[src/rtl/multdiv_issue.sv]
// Issue/writeback sequencer for the shared multiply/divide unit.
// Optional feature: define MULTDIV_DIV0_BYPASS_EN to retire divide-by-zero without launching the unit.
module multdiv_issue #(
  parameter int unsigned TIMEOUT = 40
) (
  input  logic        clock,
  input  logic        reset,
  input  logic        issue_mult,
  input  logic        issue_div,
  input  logic [31:0] operand_a,
  input  logic [31:0] operand_b,
  input  logic [4:0]  dest_reg,
  input  logic        flush,
  input  logic        wb_ack,
  input  logic [31:0] md_result,
  input  logic        md_exception,
  input  logic        md_ready,
  output logic        md_start,
  output logic        md_should_div,
  output logic [31:0] md_op_a,
  output logic [31:0] md_op_b,
  output logic        stall,
  output logic        wb_valid,
  output logic [31:0] wb_data,
  output logic [4:0]  wb_reg,
  output logic        wb_exception
);

  localparam int unsigned CW = $clog2(TIMEOUT + 1);

  localparam logic [1:0] S_IDLE   = 2'd0;
  localparam logic [1:0] S_LAUNCH = 2'd1;
  localparam logic [1:0] S_WAIT   = 2'd2;
  localparam logic [1:0] S_WB     = 2'd3;

  logic [1:0]    r_state;
  logic [CW-1:0] r_wdog;
  logic          r_md_start;
  logic          r_div;
  logic [31:0]   r_op_a;
  logic [31:0]   r_op_b;
  logic [4:0]    r_dest;
  logic          r_wb_valid;
  logic [31:0]   r_wb_data;
  logic [4:0]    r_wb_reg;
  logic          r_wb_exc;

  logic w_issue;
  logic w_div0;

  assign w_issue = issue_mult | issue_div;

`ifdef MULTDIV_DIV0_BYPASS_EN
  assign w_div0 = issue_div && (operand_b == '0);
`else
  assign w_div0 = 1'b0;
`endif

  always_ff @(posedge clock) begin
    if (reset) begin
      r_state    <= S_IDLE;
      r_wdog     <= '0;
      r_md_start <= 1'b0;
      r_div      <= 1'b0;
      r_op_a     <= '0;
      r_op_b     <= '0;
      r_dest     <= '0;
      r_wb_valid <= 1'b0;
      r_wb_data  <= '0;
      r_wb_reg   <= '0;
      r_wb_exc   <= 1'b0;
    end else if (flush) begin
      // Flush outranks issue, md_ready, timeout and wb_ack alike.
      r_state    <= S_IDLE;
      r_md_start <= 1'b0;
      r_wb_valid <= 1'b0;
    end else begin
      case (r_state)
        S_IDLE: begin
          if (w_issue) begin
            r_op_a <= operand_a;
            r_op_b <= operand_b;
            r_dest <= dest_reg;
            r_div  <= issue_div;
            if (w_div0) begin
              r_state    <= S_WB;
              r_wb_valid <= 1'b1;
              r_wb_data  <= '0;
              r_wb_exc   <= 1'b1;
              r_wb_reg   <= dest_reg;
            end else begin
              r_state    <= S_LAUNCH;
              r_md_start <= 1'b1;
            end
          end
        end
        S_LAUNCH: begin
          // md_ready here belongs to the previous operation and is ignored.
          r_md_start <= 1'b0;
          r_wdog     <= '0;
          r_state    <= S_WAIT;
        end
        S_WAIT: begin
          if (md_ready) begin
            r_wb_valid <= 1'b1;
            r_wb_data  <= md_result;
            r_wb_exc   <= md_exception;
            r_wb_reg   <= r_dest;
            r_state    <= S_WB;
          end else if (r_wdog == CW'(TIMEOUT - 1)) begin
            r_wb_valid <= 1'b1;
            r_wb_data  <= '0;
            r_wb_exc   <= 1'b1;
            r_wb_reg   <= r_dest;
            r_state    <= S_WB;
          end else begin
            r_wdog <= r_wdog + CW'(1);
          end
        end
        S_WB: begin
          if (wb_ack) begin
            r_wb_valid <= 1'b0;
            r_state    <= S_IDLE;
          end
        end
        default: r_state <= S_IDLE;
      endcase
    end
  end

  assign md_start      = r_md_start;
  assign md_should_div = r_div;
  assign md_op_a       = r_op_a;
  assign md_op_b       = r_op_b;
  assign stall         = (r_state != S_IDLE);
  assign wb_valid      = r_wb_valid;
  assign wb_data       = r_wb_data;
  assign wb_reg        = r_wb_reg;
  assign wb_exception  = r_wb_exc;

endmodule

[config.mk]
export PLATFORM = sky130hd
export DESIGN_NAME = multdiv_issue
export DESIGN_NICKNAME = d
export VERILOG_FILES = /design/src/rtl/multdiv_issue.sv
export SDC_FILE = /design/constraint.sdc
export NUM_CORES = 1
export LEC_CHECK = 0
export CAP_MARGIN = 15
export CORE_ASPECT_RATIO = 0.5
export CORE_MARGIN = 2
export CORE_UTILIZATION = 35
export CTS_CLUSTER_DIAMETER = 120
export DETAILED_ROUTE_END_ITERATION = 8
export PLACE_DENSITY = 0.81
export SLEW_MARGIN = 30
export SYNTH_ARGS = -nofsm -noshare
export SYNTH_HDL_FRONTEND = slang
export SYNTH_SLANG_ARGS = --single-unit
[constraint.sdc]
create_clock -name clock -period 1.57 [get_ports clock]
set_input_delay 0.2355 -clock clock [delete_from_list [all_inputs] [get_ports clock]]
set_output_delay 0.2355 -clock clock [all_outputs]
set_load 0.03 [all_outputs]
==> qor.yml, run 1 <==
worst_slack_ps: 66.0
core-area_sq_um: 12600
crit_end: "wb_data[30]"
numPortBuffers: 214
worstSetupPathType: "flop to flop"
antenna_found_initial: 0
clk_latency_ps: 400
cts.sinks: 118
ys_seq_elements: 118
wl_per_cell_microns: 15.1
rsz0062_at_grt: "false"
drcViolationCount: 0
cp-end-kind: "flop"
tightest_slew_ps: 368
synth_area_sq_um: 4490
slew_headroom_pct: 75.6
fin_crit_sh_pct: 95.8
maxCapViolCount: 0
multi_input_area_sq_um: 1960
first_global_vias: 4552
ff2ff_path_depth: 8
start_util_pct: 35.6
syn_to_final_growth_pct: 71.7
ios: 215
clockRootBuffer: "clkbuf_16"
viasPerCell: 4.93
setup_viol: 0
routabilityCongestion: 0.842
syn-mean-instance-area_sq_um: 8.06
crit_arrival_ps: 1820
min_period_ps: 1500
grt_pass1_wl_microns: 22000
track_usage_pct: 19.8
rr_startpoint: "r_state[0]"
fin_tns_setup_ps: 0
yosysSeqAreaShare_pct: 52.6
crit_required_ps: 1890
cts-htree-levels: 4
dp_slack_ps: -172
synthCells: 557
synth_nets: 672
die_w_microns: 164
finalHoldViolCount: 0
register_area_sq_um: 2360
fillCellCount: 1092
drt_iter0_markers: 298
postRouteAntennaNets: 0
whs_ps: 205
power_density_nw_per_um2: 1110
worstPathMaxFanout: 8
synthDistinctLibCells: 35
clockBufferDepth: 2
dieArea_sq_um: 13800
final_nets: 896
overflow: 0
maxSlewViolCount: 0
cts_tree: "yes"
max_clock_freq_mhz: 665
reg2reg_to: "wb_data[30]"
wl_microns: 14600
die_h_microns: 84.1
worst_clock_skew_ps: 12.4
cp-startpoint: "r_state[0]"
yosysWarnings: 0
n_antenna_cell: 0
r2r_slack_ps: 70
placed_area_sq_um: 6950
cts_buffers: 17
leakagePower_nw: 3.29
cp-start-kind: "flop"
dpl.hpwl_microns: 9480
ir_drop_mv: 0.732
vias: 4743
min_path_type: "primary input to flop"
cts.clk_slew.worst_paths_ps: 60
status: "complete, no violations"
design_area_sq_um: 7700
firstDrtPassIters: 5
drive_gt1_share_pct: 10.5
row_count: 29
grt_start_max_net_pins: 73
[where the power goes]
group / switching [mW] / leakage [nW] / internal (mW)
clock network: 1.32 / 0.307 / 2.84
registers: 0.0557 / 0.961 / 3.12
logic: 0.659 / 2.02 / 0.575
total: 2.03 / 3.29 / 6.54
[cell usage in the layout, fill, tap and decap left out, types with 3 or more instances in the layout]
master / n
nand4_1: 3
clkbuf_16: 23
buf_12: 9
clkinv_2: 4
o21ai_1: 5
nand3b_1: 5
bufinv_16: 5
clkbuf_1: 3
buf_4: 23
ha_1: 3
o21ai_0: 35
inv_1: 4
dlygate4sd2_1: 105
nand2b_1: 3
a21oi_1: 108
nand2_1: 148
dfxtp_1: 117
nor2_1: 5
nand3_1: 36
clkdlybuf4s50_1: 107
a31oi_1: 5
[critical path, stage by stage, from the launching register on]
cell	delay, ps
dfxtp_2	320
inv_2	70
buf_4	140
ha_4	160
nor2b_4	210
buf_12	150
buf_8	120
nand3_1	110
a21oi_2	150
[metrics by stage]
stage	cells	utilization, %	power (mW)
floorplan	557	-	3.81
finish	963	61.2	8.57
detailed placement	923	55.2	4.47
global route	963	61.2	8.90
global placement	923	55.2	4.45
CTS	954	59.3	8.56
[worst min-delay path by stage]
stage                     from    endpoint  slack (ps)  cells past startpoint
floorplan                flush    md_start         310                      1
global placement    md_op_b[9]  md_op_b[9]         440                      2
detailed placement  md_op_b[9]  md_op_b[9]         450                      2
CTS                      reset  wb_data[2]         190                      2
global route             reset  wb_data[2]         210                      2
finish                   reset  wb_data[2]         210                      2
[synth_stat cells]
| master | instances | area (sq um) |
|---|---|---|
| nand4bb_1 | 2 | 22.5 |
| o21a_1 | 1 | 7.51 |
| o21ai_0 | 37 | 185 |
| a311oi_1 | 1 | 8.76 |
| clkbuf_1 | 33 | 124 |
| nand2_1 | 148 | 556 |
| dfxtp_1 | 118 | 2360 |
| a211oi_1 | 2 | 15.0 |
| nand4_1 | 3 | 18.8 |
| inv_1 | 6 | 22.5 |
| or3b_2 | 1 | 8.76 |
| or2_2 | 1 | 6.26 |
| clkbuf_2 | 2 | 10.0 |
| o211a_1 | 1 | 10.0 |
| and3_1 | 1 | 6.26 |
| nor2b_1 | 3 | 18.8 |
| a31oi_4 | 1 | 21.3 |
| a41oi_1 | 2 | 17.5 |
| ha_1 | 6 | 75.1 |
| nor3b_2 | 1 | 12.5 |
| o211ai_1 | 1 | 7.51 |
| buf_2 | 11 | 55.1 |
| mux2i_1 | 1 | 10.0 |
| o21ai_1 | 3 | 15.0 |
| a31oi_1 | 5 | 31.3 |
| nand3_1 | 36 | 180 |
| o31ai_1 | 1 | 7.51 |
| nor3_1 | 1 | 5.00 |
| nand2b_4 | 1 | 13.8 |
| a21oi_1 | 110 | 551 |
| nand2b_1 | 3 | 18.8 |
| nand3b_1 | 5 | 37.5 |
| or3_1 | 2 | 12.5 |
| nor2_1 | 6 | 22.5 |
| buf_6 | 1 | 11.3 |
[cells by family (layout without fill, tap and decap cells)]
kind of cell,after synthesis,in the layout,share of synthesized area (%)
and+or+nand+nor,214,214,20.9
muxes,1,1,0.223
adders and majority gates,6,6,1.67
buffers and inverters,53,289,4.96
AOI/OAI and AO/OA,165,165,19.5
DFF,118,118,52.6
[repair_timing]
action | CTS | global route
gates resized for setup | 109 | 11
gates cloned | 0 | 7
buffers inserted | 0 | 2
hold buffers | 0 | 0
pin swaps | 0 | 5
endpoints found under the setup margin | 110 | 103
[layer usage]
layer / share of wire (%) / routed length [microns] / vias to the layer above / global-route usage, %
met5: 0 / 0 / - / 0
met1: 42 / 6090 / 2250 / 22.8
met2: 52 / 7590 / 135 / 35.5
li1: - / - / 2336 / -
met4: 1.8 / 257 / 0 / 7.02
met3: 4.5 / 651 / 22 / 5.17
[final cells by class]
type                       count  share of cell area (%)
inverter                       6                   0.292
sequential                   118                    30.7
clock inverter                10                    2.31
tap                          170                    2.76
clock buffer                  21                    5.85
timing repair buffer         252                    32.7
multi-input combinational    386                    25.4
Note: power is estimated with default switching activity, not from simulation.
==> run 2: changes to the inputs <==
- PLACE_DENSITY: 0.81 -> 0.78
- clock period: 1.57 -> 1.4 ns (I/O delays scaled with it)
==> run 2 against run 1 <==
Effect of this change:
- largest power group unchanged
- core utilization rose by 6.3 points
- worst setup slack worse by 190 ps
- sequential share of layout area down 2.7 points
- non-clock buffer count is 26 higher
- wire length rose by 17%
- hold slack worse by 71 ps
- total power is 9.1% higher
- via count is 7.9% higher
- the run now ends with negative setup slack left
- fmax fell by 1.4%
==> qor.yml, run 2 (synthesis results as in run 1) <==
status: "finished with violations"
violations: "negative setup slack"
drt_iter0_markers: 251  # -16%
drcViolationCount: 0  # unchanged
cts.clk_slew.worst_paths_ps: 60  # about the same
cts-htree-levels: 4  # unchanged
crit_arrival_ps: 1860  # +40 ps
wl_met2_microns: 8820  # +16%
ios: 215  # unchanged
antenna_found_initial: 0  # unchanged
dpl.hpwl_microns: 9820  # +3.6%
viasPerCell: 5.17  # +5.0%
die_h_microns: 84.1  # unchanged
cts.sinks: 118  # unchanged
postRouteAntennaNets: 0  # unchanged
tightest_slew_ps: 414  # +46.5 ps
maxSlewViolCount: 0  # unchanged
grt_pass1_wl_microns: 22000  # about the same
drive_gt1_share_pct: 28.3  # +18 points
first_global_vias: 4630  # +1.7%
final_cells: 990  # +2.8%
ir_drop_mv: 0.633  # -14%
min_period_ps: 1520  # +20.7 ps
wl_per_cell_microns: 17.3  # +14%
wl_microns: 17100  # +17%
clk_latency_ps: 410  # about the same
worstPathMaxFanout: 8  # unchanged
dieArea_sq_um: 13800  # unchanged
die_w_microns: 164  # unchanged
numPortBuffers: 214  # unchanged
max_clock_freq_mhz: 656  # -1.4%
track_usage_pct: 20.1  # +0.33 points
n_antenna_cell: 0  # unchanged
mostFrequentLayoutCell: "nand2_1"
power.total_mw: 9.35  # +9.1%
final_cell_mix: "nand2_1, dfxtp_1, clkdlybuf4s50_1"
cts_tree: "yes"
setup_viol: 112  # +112
overflow: 0  # unchanged
row_count: 29  # unchanged
dpl.cell_count: 938  # +1.6%
syn_to_final_growth_pct: 89.3
firstDrtPassIters: 4  # -1
fillCellCount: 930  # -15%
worst_slack_ps: -125  # -191 ps
routabilityCongestion: 0.788  # -6.4%
rsz0062_at_grt: "true"
power_density_nw_per_um2: 1100  # -1.0%
worstSetupPathType: "flop to flop"
m1WireLength_microns: 6700  # +10%
finalHoldViolCount: 0  # unchanged
final_nets: 922  # +2.9%
top_layer: "met4"
maxCapViolCount: 0  # unchanged
slew_headroom_pct: 72.4  # -3.2 points
worst_clock_skew_ps: 9.62  # -2.75 ps
cts_buffers: 17  # unchanged
dp_slack_ps: -225  # -53.3 ps
clockBufferDepth: 2  # unchanged
core-area_sq_um: 12600  # unchanged
fin_crit_sh_pct: 109  # +13 points
vias: 5120  # +7.9%
wl_met3_microns: 781  # +20%
grt_start_max_net_pins: 37  # -49%
crit_required_ps: 1740  # -150 ps
min_path_type: "primary input to flop"
start_util_pct: 35.6  # unchanged
leakagePower_nw: 3.49  # +5.9%
clockRootBuffer: "clkbuf_16"
cp-start-kind: "flop"
cp-end-kind: "flop"
[run 2: cell count changes in the layout (fill, tap and decap cells not counted), moves of 32 or more]
cell             delta
o21ai_0            -32
a21oi_2            +43
a21oi_1            -43
dlygate4sd2_1      -40
clkdlybuf4s15_1    +33
nand2_1            -34
[run 2: cell type report]
class	instances	area, sq um	area share (%)
repair buffers	278	2840	33.4
flip-flops and latches	118	2370	27.9
inverters	6	27.5	0.324
clock buffers	20	457	5.38
well taps	170	213	2.50
clock inverters	12	103	1.21
multi-input cells	386	2490	29.3
[run 2: worst max-delay path, cell delays in order, from the launching register on]
cell and delay, ps:
dfxtp_2 340, inv_4 80, ha_4 150, o21ai_2 60, buf_4 140, nor2_4 130
buf_12 160, buf_12 170, nand2_2 80, a21oi_2 140
[run 2: worst paths after layout]
| check | slack [ps] | endpoint | depth (start not counted) | start |
|---|---|---|---|---|
| worst min register to register | 450 | md_op_a[6] | 2 | md_op_a[6] |
| worst max register to register | -120 | md_op_b[19] | 9 | r_state[0] |
| worst min-delay path | 130 | md_should_div | 2 | reset |
| worst max-delay path | -120 | md_op_b[19] | 9 | r_state[0] |
[run 2: per-layer routing]
metal | up-vias | GRT usage, %
met1 | 2450 | 22.9
met4 | 0 | 11.3
met3 | 69 | 4.02
met2 | 184 | 35.3
li1 | 2417 | -
met5 | - | 0
[run 2: power by group]
| group | leakage, nW | internal, mW | total, mW | switching (mW) |
|---|---|---|---|---|
| Combinational | 2.25 | 0.781 | 1.68 | 0.898 |
| Clock | 0.268 | 2.52 | 4.10 | 1.58 |
| Sequential | 0.964 | 3.50 | 3.57 | 0.0738 |
| Total | 3.49 | 6.80 | 9.35 | 2.55 |
[run 2: timing repair]
item                                    in CTS  in global routing
endpoints found under the setup margin     156                139
gates cloned                                 0                 11
hold buffers                                 0                  0
resized for setup                          138                202
setup buffers                                2                  7
pin swaps                                    2                 92
[run 2: stage by stage]
stage	util (%)	setup TNS, ps	hold WS (ps)	instance area, sq um
finish	67.5	-7230	134	8490
global route	67.5	-13040	134	8490
CTS	60.6	-327	134	7630
detailed placement	56.7	-19670	446	7140
global placement	56.7	-17270	441	7140
floorplan	-	-517	289	4570
